===== config.mk =====
export PLATFORM = sky130hd
export DESIGN_NAME = freelist
export DESIGN_NICKNAME = d
export VERILOG_FILES = /design/src/rtl/freelist_pkg.sv /design/src/rtl/freelist_psel.sv /design/src/rtl/freelist.sv
export VERILOG_INCLUDE_DIRS = /design/src /design/src/rtl
export SDC_FILE = /design/constraint.sdc
export NUM_CORES = 1
export LEC_CHECK = 0
export ABC_AREA = 0
export BUFFER_PORTS_ARGS = -buffer_cell sky130_fd_sc_hd__buf_2
export CORE_ASPECT_RATIO = 0.7
export CORE_UTILIZATION = 26
export DETAILED_ROUTE_END_ITERATION = 8
export PLACE_DENSITY = 0.4
export SLEW_MARGIN = 20
export SYNTH_ARGS = -nofsm -noshare
export SYNTH_HDL_FRONTEND = slang
export SYNTH_SLANG_ARGS = --single-unit

===== constraint.sdc =====
create_clock -name clock -period 11.2 [get_ports clock]
set_input_delay 1.12 -clock clock [delete_from_list [all_inputs] [get_ports clock]]
set_output_delay 1.12 -clock clock [all_outputs]
set_load 0.03 [all_outputs]

===== src/rtl/sys_defs.svh =====
// Shared system-wide sizing macros for the rename/retire datapath.
// N: rename/retire width, PHYS_REG_SZ_R10K: physical register count,
// ARCH_REG_SZ: architectural register count, PHYS_TAG: physical tag width.
`ifndef SYS_DEFS_SVH
`define SYS_DEFS_SVH

`define N                3
`define PHYS_REG_SZ_R10K 64
`define ARCH_REG_SZ      32
`define PHYS_TAG         $clog2(`PHYS_REG_SZ_R10K)

`endif


===== src/rtl/freelist_pkg.sv =====
// Purpose: shared constants for the physical register free list.
// Latency: n/a (constants only).
// Backpressure: n/a.
`include "sys_defs.svh"

package freelist_pkg;

  // PR 0 is the hardwired zero register: never granted, never freed.
  localparam int unsigned FL_ZERO_PR = 0;

endpackage


===== src/rtl/freelist_psel.sv =====
// Purpose: N-way lowest-bit priority selector; output k is the k-th lowest set bit.
// Latency: combinational.
// Backpressure: none; sel_vld[k]=0 when fewer than k+1 bits are set.
//
// Ports: bitmap (candidates), sel_vld[k] (k-th pick exists), sel_idx[k] (its index).
`include "sys_defs.svh"

module freelist_psel
  import freelist_pkg::*;
#(
  parameter int N     = `N,
  parameter int W     = `PHYS_REG_SZ_R10K,
  parameter int TAG_W = `PHYS_TAG
) (
  input  logic [W-1:0]            bitmap,
  output logic [N-1:0]            sel_vld,
  output logic [N-1:0][TAG_W-1:0] sel_idx
);

  logic [W-1:0] rem;
  logic         found;

  // Each pass takes the lowest remaining bit and removes it, so the
  // picks are distinct and ascending.
  always_comb begin
    rem     = bitmap;
    found   = 1'b0;
    sel_vld = '0;
    sel_idx = '0;
    for (int k = 0; k < N; k++) begin
      found = 1'b0;
      for (int i = 0; i < W; i++) begin
        if (!found && rem[i]) begin
          found      = 1'b1;
          sel_vld[k] = 1'b1;
          sel_idx[k] = TAG_W'(i);
          rem[i]     = 1'b0;
        end
      end
    end
  end

endmodule


===== src/rtl/freelist.sv =====
// Purpose: physical register free list with committed-state (arch_used) tracking.
// Latency: grants/tags combinational in the request cycle; bitmap updates at next edge.
// Backpressure: lanes beyond the free count (or any lane during mispredict/reset) see alloc_gnt=0.
//
// Ports: alloc_req/alloc_gnt/alloc_tags (dispatch allocation), free_avail (saturated,
// registered-bitmap count), free_mask (retire release), commit_en/commit_tags (retire
// commit), mispredict (flush: rebuild free list from arch_used), fl_err (sticky error).
// Optional macro FREELIST_CHECK_EN: enables double-free / commit-of-free detection on fl_err.
`include "sys_defs.svh"

module freelist
  import freelist_pkg::*;
#(
  parameter  int N          = `N,
  parameter  int PHYS_REGS  = `PHYS_REG_SZ_R10K,
  parameter  int ARCH_COUNT = `ARCH_REG_SZ,
  localparam int TAG_W      = `PHYS_TAG,
  localparam int AVAIL_W    = $clog2(N + 1)
) (
  input  logic                    clock,
  input  logic                    reset,
  input  logic [N-1:0]            alloc_req,
  output logic [N-1:0]            alloc_gnt,
  output logic [N-1:0][TAG_W-1:0] alloc_tags,
  output logic [AVAIL_W-1:0]      free_avail,
  input  logic [PHYS_REGS-1:0]    free_mask,
  input  logic [N-1:0]            commit_en,
  input  logic [N-1:0][TAG_W-1:0] commit_tags,
  input  logic                    mispredict,
  output logic                    fl_err
);

  localparam logic [PHYS_REGS-1:0] ZERO_MASK = PHYS_REGS'(1) << FL_ZERO_PR;
  localparam logic [PHYS_REGS-1:0] ARCH_RST  =
    {{(PHYS_REGS - ARCH_COUNT){1'b0}}, {ARCH_COUNT{1'b1}}};
  localparam logic [PHYS_REGS-1:0] FREE_RST  = ~ARCH_RST & ~ZERO_MASK;

  logic [PHYS_REGS-1:0]     free_q, free_next;
  logic [PHYS_REGS-1:0]     arch_q, arch_next;
  logic [PHYS_REGS-1:0]     rel_mask, alloc_clr, commit_set;
  logic [N-1:0]             sel_vld;
  logic [N-1:0][TAG_W-1:0]  sel_idx;
  int unsigned              rank;
  int unsigned              free_cnt;

  // Only PRs already free in the register are candidates; PRs released this
  // cycle become grantable next cycle.
  freelist_psel #(
    .N     (N),
    .W     (PHYS_REGS),
    .TAG_W (TAG_W)
  ) u_psel (
    .bitmap  (free_q & ~ZERO_MASK),
    .sel_vld (sel_vld),
    .sel_idx (sel_idx)
  );

  // Requesting lanes consume picks in lane order; a lane's rank is the number
  // of older requesting lanes. Picks are dense, so a failed lane ends granting.
  always_comb begin
    alloc_gnt  = '0;
    alloc_tags = '0;
    rank       = 0;
    for (int w = 0; w < N; w++) begin
      if (reset && !mispredict && alloc_req[w] && (rank < N)) begin
        if (sel_vld[rank]) begin
          alloc_gnt[w]  = 1'b1;
          alloc_tags[w] = sel_idx[rank];
          rank          = rank + 1;
        end
      end
    end
  end

  always_comb begin
    alloc_clr  = '0;
    commit_set = '0;
    for (int w = 0; w < N; w++) begin
      if (alloc_gnt[w]) alloc_clr[alloc_tags[w]] = 1'b1;
      if (commit_en[w]) commit_set[commit_tags[w]] = 1'b1;
    end
  end

  assign rel_mask  = free_mask & ~ZERO_MASK;
  // A commit in the same cycle as a release of that PR leaves it architectural.
  assign arch_next = (arch_q & ~rel_mask) | commit_set;

  // On a flush everything not holding committed state is free again.
  always_comb begin
    if (mispredict) free_next = ~arch_next;
    else            free_next = (free_q & ~alloc_clr) | rel_mask;
    free_next = free_next & ~ZERO_MASK;
  end

  always_ff @(posedge clock or negedge reset) begin
    if (!reset) begin
      free_q <= FREE_RST;
      arch_q <= ARCH_RST;
    end else begin
      free_q <= free_next;
      arch_q <= arch_next;
    end
  end

  // Count is taken from the registered bitmap, so it lags grants by a cycle.
  always_comb begin
    free_cnt = 0;
    for (int i = 0; i < PHYS_REGS; i++) free_cnt = free_cnt + 32'(free_q[i]);
    if (free_cnt >= N) free_avail = AVAIL_W'(N);
    else               free_avail = AVAIL_W'(free_cnt);
  end

`ifdef FREELIST_CHECK_EN
  logic err_q;
  logic err_set;

  always_comb begin
    err_set = |(rel_mask & free_q);
    for (int w = 0; w < N; w++) begin
      if (commit_en[w] && free_q[commit_tags[w]]) err_set = 1'b1;
    end
  end

  always_ff @(posedge clock or negedge reset) begin
    if (!reset)       err_q <= 1'b0;
    else if (err_set) err_q <= 1'b1;
  end

  assign fl_err = err_q;
`else
  assign fl_err = 1'b0;
`endif

endmodule


==> flow_summary.toml, run 1 <==
[global_route]
grt_pass1_vias = 19500
grt.total_usage_pct = 29.7
grt_overflow = 0
grt_first_pass_wirelength_um = 147000
antenna_found_initial = 9
grt_max_degree = 79

[sta]
finalSetupTns_ps = 0
max_freq_mhz = 108
relSlewSlack_pct = 16.3
period_share_pct = 82.5
whs_ps = 530
skew_ps = 11.0
worst_pin_slew_ps = 1250
rsz0062_at_grt = "false"
period_minus_slack_ps = 9240
final_max_slew_viol_count = 0
setup_viol = 0
hold_violations = 0

[routing]
first_pass_iters = 6
routed_wl_um = 104000
drcViolationCount = 0
wl_per_cell_um = 31.4
vias = 21500
ant_nets = 0
viasPerCell = 6.48
first_iter_violations = 3392

[power_and_ir_drop]
leakage_nw = 7.05
power.density_mw_per_mm2 = 143
ir_drop_mv = 0.262

[final_layout]
regArea_mm2 = 0.00323
layout.nets = 2581
layout_common_cells = "291 x nand2_1, 272 x nor2_1, 159 x a21oi_1, 142 x inv_1, 114 x o21ai_0"
fillers = 7270
diodes = 0
multi_input_area_mm2 = 0.0130
layout_commonest_cell = "nand2_1"
area_growth_pct = 11.3
drive_gt1_share_pct = 14.6

[status]
status = "completed"

[clocking]
root_buffer = "clkbuf_16"
cts.clk_slew.worst_paths_ps = 60
h-tree-depth = 4
post_cts_buffers = 0
cts_tree = "yes"
cts_made_buffers = 17
cts_hold_buf = 0
clk_latency_ps = 440
clkSinkCount = 126
postCtsResizedCells = 0
clockBufferDepth = 2

[die]
die_x_um = 311
rows = 78
ios = 115
core-area_mm2 = 0.0654
die_area_mm2 = 0.0679
fp.dieH_um = 218
start_util_pct = 26.6

[placement]
dpl.hpwl_um = 83400
place.port_buffers = 112
place_congestion = 1.01

[worst_setup_path]
crit_required_ps = 10080
endpoint_kind = "output port"
arrival_ps = 8120
crit_fanout = 21
max_stage_delay_ps = 780
worst_path_max_delay_cell = "nand4_1"
crit_type = "flop to output port"
cp_cell_sequence = "inv_1 -> ha_1 -> nor4b_2 -> nand4_1 -> a2111oi_2 -> nor3_1 -> buf_4 -> nor4_2 -> nand2_1 -> a21oi_1 -> nor3b_1 -> nand3_2 -> nor3_1 -> a31o_2 -> inv_2 -> o311ai_4 -> inv_2 -> buf_2"
cp-start-kind = "flop"

[synthesis]
ys_seq_area_share_pct = 18.6
syn_inst = 2414
synth_warnings = 0
synth_area_mm2 = 0.0174
synth-async-reset-ratio_pct = 100
yosysTopAreaCell = "dfstp_2"
mappedNetlistNets = 2576
synth-edff-count = 0
synth_area_leaders = "dfstp_2 9.5%, dfrtp_1 9.1%, nand2_1 6.3%, fa_1 6.1%, nor2_1 6.0%"
ys_types = 122
synth_ff_type = "dfstp_2"
syn_avg_cell_area_um2 = 7.20
ys_ff_latch = 126
synth.top_cell.area_share_pct = 9.53

[run]
cap_violations = 0

[min_path]
min_path_type = "flop to flop"
metrics by stage:
| step | cell area [um^2] | power [mW] | setup WS (ps) | cells | util, % |
|---|---|---|---|---|---|
| after detailed placement | 18700 | 2.20 | 2540 | 3280 | 28.6 |
| after floorplan | 17400 | 1.72 | 3650 | 2414 | - |
| after CTS | 19300 | 2.77 | 2290 | 3312 | 29.5 |
| after global placement | 18700 | 2.19 | 2710 | 3280 | 28.6 |
| final | 19300 | 2.76 | 1960 | 3312 | 29.6 |
| after global routing | 19300 | 3.03 | 1500 | 3312 | 29.6 |
flip-flops by register name (all words and copies together) (netlist names):
signal / flops
arch_q: 63
free_q: 63
power by group:
part	internal (mW)	switching [mW]	total, mW
sequential	0.490	0.0870	0.577
combinational	0.707	0.918	1.63
clock	0.334	0.224	0.558
per-layer routing:
metal / vias to the layer above / global-route usage [%] / part of all wire (%)
li1: 9090 / - / -
met1: 10800 / 46.9 / 48
met2: 1469 / 37.3 / 37
met3: 111 / 10.6 / 14
met4: 8 / 4.15 / 1.2
met5: - / 0 / 0.056
worst paths after layout:
path | from | to | slack (ps) | cells after the start
setup / recovery | free_q[1] | alloc_tags[13] | 1960 | 18
hold / removal | arch_q[41] | arch_q[41] | 530 | 2
setup reg to reg | free_q[1] | free_q[4] | 2100 | 20
hold reg to reg | arch_q[41] | arch_q[41] | 530 | 2
max in group asynchronous | reset | free_q[15] | 9100 | 2
min in group asynchronous | reset | arch_q[57] | 680 | 1
layout make-up:
class / instances / share of cell area, %
inverter: 146 / 2.85
timing repair buffer: 151 / 4.44
multi-input combinational: 1977 / 67.4
clock buffer: 26 / 2.63
sequential: 126 / 16.7
tap: 880 / 5.69
clock inverter: 6 / 0.298
cell families after synthesis:
| family | after synthesis | share of synthesized area, % |
|---|---|---|
| AO/OA/AOI/OAI | 774 | 32.4 |
| XOR/XNOR | 17 | 0.857 |
| adder cells (fa/ha/maj) | 91 | 8.56 |
| buffers and inverters | 311 | 6.99 |
| flip-flops | 126 | 18.6 |
| multiplexers | 6 | 0.353 |
| other | 1 | 0.0216 |
| AND/OR/NAND/NOR | 1088 | 32.2 |
cells in the mapped netlist (39+ instances only):
master and instances:
dfstp_2 63, fa_1 53, nor2_1 277, a22oi_1 42, o211ai_1 43, nor3_1 88, dfrtp_1 63, a21oi_1 159
nor4_1 39, nand4_1 41, a221oi_1 54, o21ai_0 115, nand3_1 96, inv_1 142, nand2_1 291, clkbuf_1 135
critical path, delay by kind of cell, from the launching register on:
family / cells / cell delay [ps]
fa+ha+maj: 1 / 750
simple gates: 8 / 3570
compound gates: 4 / 1980
flops: 1 / 420
buf+inv: 5 / 930
Note: power is estimated with default switching activity, not from simulation.
==> run 2: changes to the inputs <==
==> constraint.sdc (replaced) <==
create_clock -name clock -period 9.3 [get_ports clock]
set_input_delay 0.93 -clock clock [delete_from_list [all_inputs] [get_ports clock]]
set_output_delay 0.93 -clock clock [all_outputs]
set_load 0.03 [all_outputs]
==> flow_summary.toml, run 2 (same netlist as run 1, synthesis figures left out) <==
[global_route]
grt_max_degree = 82
grt_pass1_vias = 19200
grt_first_pass_wirelength_um = 150000
top_usage_layer = "met1"
antenna_found_initial = 7
grt.total_usage_pct = 30.4
met1_usage_pct = 48.3
grt_overflow = 0
grt_util_met3_pct = 11.1
grt_util_met2_pct = 38.7

[routing]
drcViolationCount = 0
first_pass_iters = 7
routed_wl_um = 107000
vias = 21500
ant_nets = 0
wl_per_cell_um = 31.9
first_iter_violations = 3247
viasPerCell = 6.42

[power_and_ir_drop]
power.density_mw_per_mm2 = 172
switchingPower_mw = 1.48
pwr-share-seq_pct = 20.6
swShare_pct = 43.9
ir_drop_mv = 0.319
clkPwrFrac_pct = 21.2
comb_power_share_pct = 58.1
power.internal_mw = 1.89
leakage_nw = 7.18

[sta]
whs_ps = 513
skew_ps = 14.2
hold_violations = 0
period_share_pct = 93.4
rsz0062_at_grt = "false"
final_max_slew_viol_count = 0
max_freq_mhz = 115
relSlewSlack_pct = 12.4
setup_viol = 0
layout_setup_ws_ps = 613
period_minus_slack_ps = 8690
finalSetupTns_ps = 0
worst_pin_slew_ps = 1280

[final_layout]
final_cell_count_no_fill = 3339
largest_registers = "arch_q x63, free_q x63"
fillers = 7222
regArea_mm2 = 0.00323
area_growth_pct = 12.6
drive_gt1_share_pct = 15.3
layout_commonest_cell = "nand2_1"
layout.nets = 2607
multi_input_area_mm2 = 0.0130
layout_common_cells = "291 x nand2_1, 274 x nor2_1, 159 x a21oi_1, 142 x inv_1, 114 x o21ai_0"

[worst_setup_path]
reg2reg_depth = 19
setup.reg_to_reg.worst_slack_ps = 960
endpoint_kind = "output port"
arrival_ps = 7760
worstReg2RegEnd = "free_q[5]"
cp-start-kind = "flop"
crit_type = "flop to output port"
cp-startpoint = "free_q[1]"
r2r-start = "free_q[1]"
crit_fanout = 21
setup.worst_path.end = "alloc_tags[17]"
crit_required_ps = 8370

[die]
die_x_um = 311
core-area_mm2 = 0.0654
start_util_pct = 26.6
fp.dieH_um = 218
die_area_mm2 = 0.0679
rows = 78
ios = 115

[placement]
dpl.hpwl_um = 86100
pre_cts_slack_ps = 1370
place_congestion = 1.02
post-place-cells = 3306
place.port_buffers = 112

[clocking]
post_cts_buffers = 0
h-tree-depth = 4
root_buffer = "clkbuf_16"
cts_made_buffers = 17
postCtsResizedCells = 0
cts_hold_buf = 0
cts.clk_slew.worst_paths_ps = 60
cts_tree = "yes"
clockBufferDepth = 2
clkSinkCount = 126
clk_latency_ps = 440

[run]
cap_violations = 0

[min_path]
min_path_type = "primary input to asynchronous set/reset pin"

[status]
status = "completed"
run 2: cell types whose count changed in the layout (fill, tap and decap cells not counted), moves of 2 or more:
cell / change
buf_4: +25
bufinv_16: +2
clkbuf_1: +2
clkbuf_8: -2
clkinv_2: -2
nor2_1: +2
nor2_2: -2
run 2: how the worst min path moves through the flow:
stage | startpoint | to | slack (ps) | cells past startpoint
floorplan | arch_q[43] | arch_q[43] | 470 | 2
global placement | arch_q[43] | arch_q[43] | 500 | 2
detailed placement | arch_q[43] | arch_q[43] | 500 | 2
CTS | arch_q[43] | arch_q[43] | 520 | 2
global route | arch_q[40] | arch_q[40] | 540 | 1
finish | reset | arch_q[54] | 510 | 1
run 2: metrics by stage:
step	util, %	power [mW]	area, um^2
floorplan	-	2.07	17400
global placement	28.9	2.64	18900
detailed placement	28.9	2.67	18900
CTS	29.8	3.40	19500
global route	29.9	3.71	19600
finish	29.9	3.36	19600
run 2: power by group through the flow:
| stage | logic, mW | registers, mW | clock network [mW] |
|---|---|---|---|
| 2_1_floorplan | 1.45 | 0.617 | 0 |
| 3_3_place_gp | 1.94 | 0.698 | 0 |
| 3_5_place_dp | 1.97 | 0.697 | 0 |
| 4_1_cts | 1.99 | 0.688 | 0.716 |
| 5_1_grt | 2.26 | 0.695 | 0.747 |
| 6_report | 1.95 | 0.694 | 0.714 |
run 2: area by class of cell:
cell class	count	area share (%)
Inverter	146	2.81
Antenna cell	1	0.0128
Timing Repair Buffer	177	5.45
Multi-Input combinational cell	1977	66.5
Clock buffer	26	2.50
Clock inverter	6	0.550
Tap cell	880	5.63
Sequential cell	126	16.5
run 2: critical path: stages (launching register included):
cell and delay [ps]:
dfrtp_1 430, inv_1 110, ha_1 670, or4b_1 680, or3_1 750, nor2_2 540, a21oi_1 220, nor4_2 650
nand2_1 600, a21oi_1 530, or3b_4 460, nor3b_2 270, or3b_1 430, o211ai_2 180, o22ai_4 270, nor2_1 260
buf_2 240
run 2: layer usage:
| layer | wire, um | share of wire [%] |
|---|---|---|
| met5 | 35 | 0.033 |
| met1 | 51500 | 48 |
| met4 | 776 | 0.73 |
| met3 | 15200 | 14 |
| met2 | 39100 | 37 |
